==> src/rtl/multi_key_tone_gen.sv <==
// Multi-key buzzer tone generator: synchronised and debounced keys select a half-period
// from a writable table, and a divider FSM produces a square wave at that pitch.
module multi_key_tone_gen #(
  parameter int NUM_KEYS        = 8,
  parameter int DIV_W           = 20,
  parameter int DEBOUNCE_CYCLES = 500000
) (
  input  logic                        clk_50MHz,
  input  logic                        reset_button,
  input  logic [NUM_KEYS-1:0]         keys,
  input  logic                        oct_up,
  input  logic                        cfg_we,
  input  logic [$clog2(NUM_KEYS)-1:0] cfg_addr,
  input  logic [DIV_W-1:0]            cfg_data,
  output logic                        bz_out,
  output logic                        active,
  output logic [$clog2(NUM_KEYS)-1:0] key_idx
);

  localparam int AW = $clog2(NUM_KEYS);
  localparam int CW = $clog2(DEBOUNCE_CYCLES + 1);
  localparam logic [CW-1:0] DB_LAST = CW'(DEBOUNCE_CYCLES - 1);

  typedef enum logic [1:0] {IDLE, LOAD, RUN} state_t;

  logic [NUM_KEYS-1:0] key_sync_p0, key_sync_p1, key_db;
  logic [CW-1:0]       db_cnt [NUM_KEYS];
  logic                sel_any, sel_valid;
  logic [AW-1:0]       sel_low;
  logic [DIV_W-1:0]    tbl [NUM_KEYS];
  logic [DIV_W-1:0]    t_cur, h_next, h_reg, cnt;
  logic                t_nz, run_hold, toggle;
  logic [AW-1:0]       cur_key;
  state_t              state, state_nx;

  // Octave-up halves the half-period but never lets it collapse to zero.
  function automatic logic [DIV_W-1:0] half_period(input logic [DIV_W-1:0] t, input logic oct);
    logic [DIV_W-1:0] s;
    s = t >> 1;
    if (!oct)      return t;
    if (s == '0)   return DIV_W'(1);
    return s;
  endfunction

  // Stage p0/p1: two-flop synchroniser
  always_ff @(posedge clk_50MHz or posedge reset_button) begin
    if (reset_button) begin
      key_sync_p0 <= '0;
      key_sync_p1 <= '0;
    end else begin
      key_sync_p0 <= keys;
      key_sync_p1 <= key_sync_p0;
    end
  end

  // Debounce: count consecutive samples that disagree with the debounced level
  always_ff @(posedge clk_50MHz or posedge reset_button) begin
    if (reset_button) begin
      key_db <= '0;
      for (int i = 0; i < NUM_KEYS; i++) db_cnt[i] <= '0;
    end else begin
      for (int i = 0; i < NUM_KEYS; i++) begin
        if (key_sync_p1[i] == key_db[i]) begin
          db_cnt[i] <= '0;
        end else if (db_cnt[i] == DB_LAST) begin
          key_db[i] <= key_sync_p1[i];
          db_cnt[i] <= '0;
        end else begin
          db_cnt[i] <= db_cnt[i] + 1'b1;
        end
      end
    end
  end

  always_comb begin
    sel_any = |key_db;
    sel_low = '0;
    for (int i = NUM_KEYS - 1; i >= 0; i--) begin
      if (key_db[i]) sel_low = AW'(i);
    end
  end

  // Registered selection: lowest pressed key wins, index held when all released
  always_ff @(posedge clk_50MHz or posedge reset_button) begin
    if (reset_button) begin
      sel_valid <= 1'b0;
      key_idx   <= '0;
    end else begin
      sel_valid <= sel_any;
      if (sel_any) key_idx <= sel_low;
    end
  end

  always_ff @(posedge clk_50MHz or posedge reset_button) begin
    if (reset_button) begin
      for (int i = 0; i < NUM_KEYS; i++) tbl[i] <= '0;
    end else if (cfg_we && (int'(cfg_addr) < NUM_KEYS)) begin
      tbl[cfg_addr] <= cfg_data;
    end
  end

  assign t_cur  = tbl[key_idx];
  assign t_nz   = (t_cur != '0);
  assign h_next = half_period(t_cur, oct_up);

  always_ff @(posedge clk_50MHz or posedge reset_button) begin
    if (reset_button) state <= IDLE;
    else              state <= state_nx;
  end

  // LOAD falls back to IDLE rather than entering RUN with a zero half-period.
  always_comb begin
    state_nx = state;
    case (state)
      IDLE:    if (sel_valid && t_nz) state_nx = LOAD;
      LOAD:    state_nx = (sel_valid && t_nz) ? RUN : IDLE;
      RUN: begin
        if (!sel_valid || !t_nz)    state_nx = IDLE;
        else if (key_idx != cur_key) state_nx = LOAD;
      end
      default: state_nx = IDLE;
    endcase
  end

  always_comb begin
    active   = (state == LOAD) || (state == RUN);
    run_hold = (state == RUN) && (state_nx == RUN);
    toggle   = run_hold && (cnt == h_reg - DIV_W'(1));
  end

  // Divider and buzzer flop; leaving RUN forces the output low on the next edge
  always_ff @(posedge clk_50MHz or posedge reset_button) begin
    if (reset_button) begin
      cnt    <= '0;
      bz_out <= 1'b0;
    end else if (run_hold) begin
      if (toggle) begin
        bz_out <= ~bz_out;
        cnt    <= '0;
      end else begin
        cnt <= cnt + DIV_W'(1);
      end
    end else begin
      cnt    <= '0;
      bz_out <= 1'b0;
    end
  end

  // Pitch is only sampled at LOAD and at toggle boundaries
  always_ff @(posedge clk_50MHz) begin
    if ((state == LOAD) || toggle) h_reg <= h_next;
    if (state == LOAD)             cur_key <= key_idx;
  end

endmodule

==> config.mk <==
export PLATFORM = sky130hd
export DESIGN_NAME = multi_key_tone_gen
export DESIGN_NICKNAME = d
export VERILOG_FILES = /design/src/rtl/multi_key_tone_gen.sv
export SDC_FILE = /design/constraint.sdc
export NUM_CORES = 1
export LEC_CHECK = 0
export CAP_MARGIN = 10
export CORE_MARGIN = 5
export CORE_UTILIZATION = 30
export DETAILED_ROUTE_END_ITERATION = 6
export SYNTH_ARGS = -nofsm -noshare
export SYNTH_HDL_FRONTEND = slang
export SYNTH_SLANG_ARGS = --single-unit
export TNS_END_PERCENT = 50
==> constraint.sdc <==
create_clock -name clk_50MHz -period 14.6 [get_ports clk_50MHz]
set_input_delay 2.92 -clock clk_50MHz [delete_from_list [all_inputs] [get_ports clk_50MHz]]
set_output_delay 2.92 -clock clk_50MHz [all_outputs]
set_load 0.01 [all_outputs]
==> impl_results.md <==
- Crit path cell chain: buf_4 > clkdlybuf4s50_1
- Most common cell after layout, fill and taps aside: dfrtp_1
- Setup TNS: 0 ns
- Hold Fails Final Rpt: 0
- Max Clk Rate: 195 MHz
- First-pass GRT wire length: 64800 um
- Max-cap violation count: 0
- Critical path type: reg2out
- Worst path slowest cell: clkdlybuf4s50_1
- Power density cells: 124 nW/um^2
- Die Ht: 258 um
- Synth Register Bits: 386
- Average size of a mapped cell: 11.7 um^2
- Die X: 258 um
- Worst Path Max Fanout: 50
- Max stage delay on crit path: 0.72 ns
- Count of cell types in the netlist: 61
- Synth Flop Type: dfrtp_1
- CTS tree: yes
- Biggest register: tbl
- Share of cells above drive strength 1: 0.203
- Area of the mapped netlist: 18400 um^2
- Worst Max-Slew Pin Slew: 1.12 ns
- Delay-heaviest family, CP: buffers and inverters
- Starting density of the core: 0.304
- Final worst path period share: 0.351
- Die Area: 66400 um^2
- Wirelength, routed: 38700 um
- Layout Nets: 1656
- Total number of vias: 11900
- Outcome: completed
- Total GRT Usage: 0.116
- Clock transition at the registers of the reported paths: 0.06 ns
- Post-synthesis cell count: 1570
- Core ar.: 60600 um^2
- Final Max Tran Viols: 0
- Final critical-path required period: 5.12 ns
- Row cnt: 90
- Largest register FFs: 160
- Seq/Total Area, Yosys: 0.531
- Leak Pwr: 8.43 nW
- Synth warnings: 0
- DP HPWL: 25300 um
- Setup crit end kind: output port
- DRC viols: 0
- Filler instances: 5900
- Worst Path Buf+Inv: 2
- Post-synth ARST share: 0.940
- Synth-to-layout area growth: 14.9%
- CTS sink cnt: 386
- Slew headroom: 0.248
- Clock buffer count from CTS: 42
- Clock root cell: clkbuf_16
- Drt pass-1 iters: 5
- Resized cells post-CTS: 0
- Htree depth: 2
- Global route overflow: 0
- WP data arrival: 2.20 ns
- Most frequent cells in the layout: 360 x dfrtp_1, 202 x nor2_1, 176 x mux2_2, 100 x xor2_1, 89 x nand2_1
- Nature of the critical path startpoint: flip-flop
- CTS hold repair buffers: 0
- Sequential cell area: 9780 um^2
- Hold crit path type: reg2reg
- Vias in the first global route: 12400
- IO Port Bufs: 39
- Antenna violation net count after detailed routing: 0
- Layout Skew: 0.0177 ns
- Critical Path RT: 11.68 ns
- Mapped Nets: 1619
- Num ports: 40
- Drt via density: 4.90
- Finished Core Util: 0.349
- DR WL/cell: 16.0 um
- Clk_lat worst skew: 0.57 ns
- Initial antenna violation count: 2
- RePlAce Congestion: 0.784
- DR iter-0 viols: 573
- Post-synth EDFFs: 23
- Largest regs: tbl x160, db_cnt x152
- Multi-input gate area: 8270 um^2
- Final setup fails: 0
- Post-CTS Setup Bufs: 0
- Maximum clock path buffer count: 3
- Largest net degree at the start of global routing: 149
- Peak VDD IR: 82.5 uV
- Unrepaired setup endpoints after global routing: false
logic make-up (layout without fill, tap and decap cells):
group	Yosys count	count (layout)	share of synthesized area
xor gates and xnor gates	172	172	0.0818
AOI/OAI and AO/OA	94	94	0.0320
muxes	234	234	0.167
buffers and inverters	92	161	0.0210
other	0	1	0
adders and majority gates	14	14	0.00952
and+or+nand+nor	578	578	0.158
DFF	386	386	0.531
cells in the mapped netlist, types with 5 or more instances:
library cell / number / area, um^2
or3_1: 19 / 119
dfrtp_1: 363 / 9080
nor2_1: 202 / 758
inv_1: 29 / 109
buf_1: 6 / 22.5
ha_1: 14 / 175
mux4_2: 41 / 923
a211oi_1: 5 / 37.5
nand2_1: 89 / 334
nor4b_1: 7 / 61.3
buf_2: 12 / 60.1
clkbuf_1: 41 / 154
xor2_1: 100 / 876
mux2i_1: 17 / 170
nand4_1: 23 / 144
and3_1: 23 / 144
nand3_1: 75 / 375
nor3_1: 32 / 160
a21oi_1: 31 / 155
or2_2: 12 / 75.1
and4_1: 15 / 131
nand4b_1: 8 / 70.1
xnor2_1: 72 / 631
edfxtp_1: 23 / 691
o21ai_0: 32 / 160
mux2_2: 176 / 1980
nor4_1: 40 / 250
per-layer routing:
layer  track usage  wire length (um)
met3        0.0210              1290
met1         0.153             17800
met5             0                 0
met4        0.0393               960
met2         0.196             18700
power breakdown:
part           switching [W]  total [W]  internal [W]
Clock               0.000438    0.00113      0.000695
Sequential         0.0000619    0.00125       0.00119
Combinational       0.000105   0.000241      0.000137
worst reg2reg max path, delay by kind of cell, from the launching register on:
kind,cells,cell delay [ns]
buffers and inverters,1,0.61
AO/OA/AOI/OAI,2,0.84
flip-flops,1,0.71
AND/OR/NAND/NOR,2,0.58
multiplexers,3,1.31
worst paths after layout:
check	startpoint	to	slack [ns]	cells after the start
setup / recovery	key_idx[1]	key_idx[1]	9.48	2
max in group asynchronous	reset_button	key_idx[2]	9.94	3
setup reg to reg	key_idx[2]	h_reg[3]	10.24	8
min in group asynchronous	reset_button	tbl[7]	2.98	2
hold / removal	key_sync_p0[1]	key_sync_p1[1]	0.35	0
hold reg to reg	key_sync_p0[1]	key_sync_p1[1]	0.35	0
cell type report:
type                    count  area share
diodes                      1    0.000118
clock inverters            18      0.0124
clock buffers              58      0.0579
inverters                  29     0.00550
flip-flops and latches    386       0.462
well taps                 782      0.0463
multi-input cells        1092       0.391
repair buffers             56      0.0245
through the flow:
stage	cell area, um^2	hold WS [ns]	setup slack (ns)	total power (W)	std cells
2_1_floorplan	18400	0.331	1.60	0.00143	1570
4_1_cts	21100	0.348	9.41	0.00266	2421
3_5_place_dp	19700	0.337	9.23	0.00151	2345
5_1_grt	21100	0.355	9.35	0.00274	2422
3_3_place_gp	19700	0.334	9.32	0.00150	2345
6_report	21100	0.345	9.48	0.00262	2422
Power figures use the tool's default switching activity.
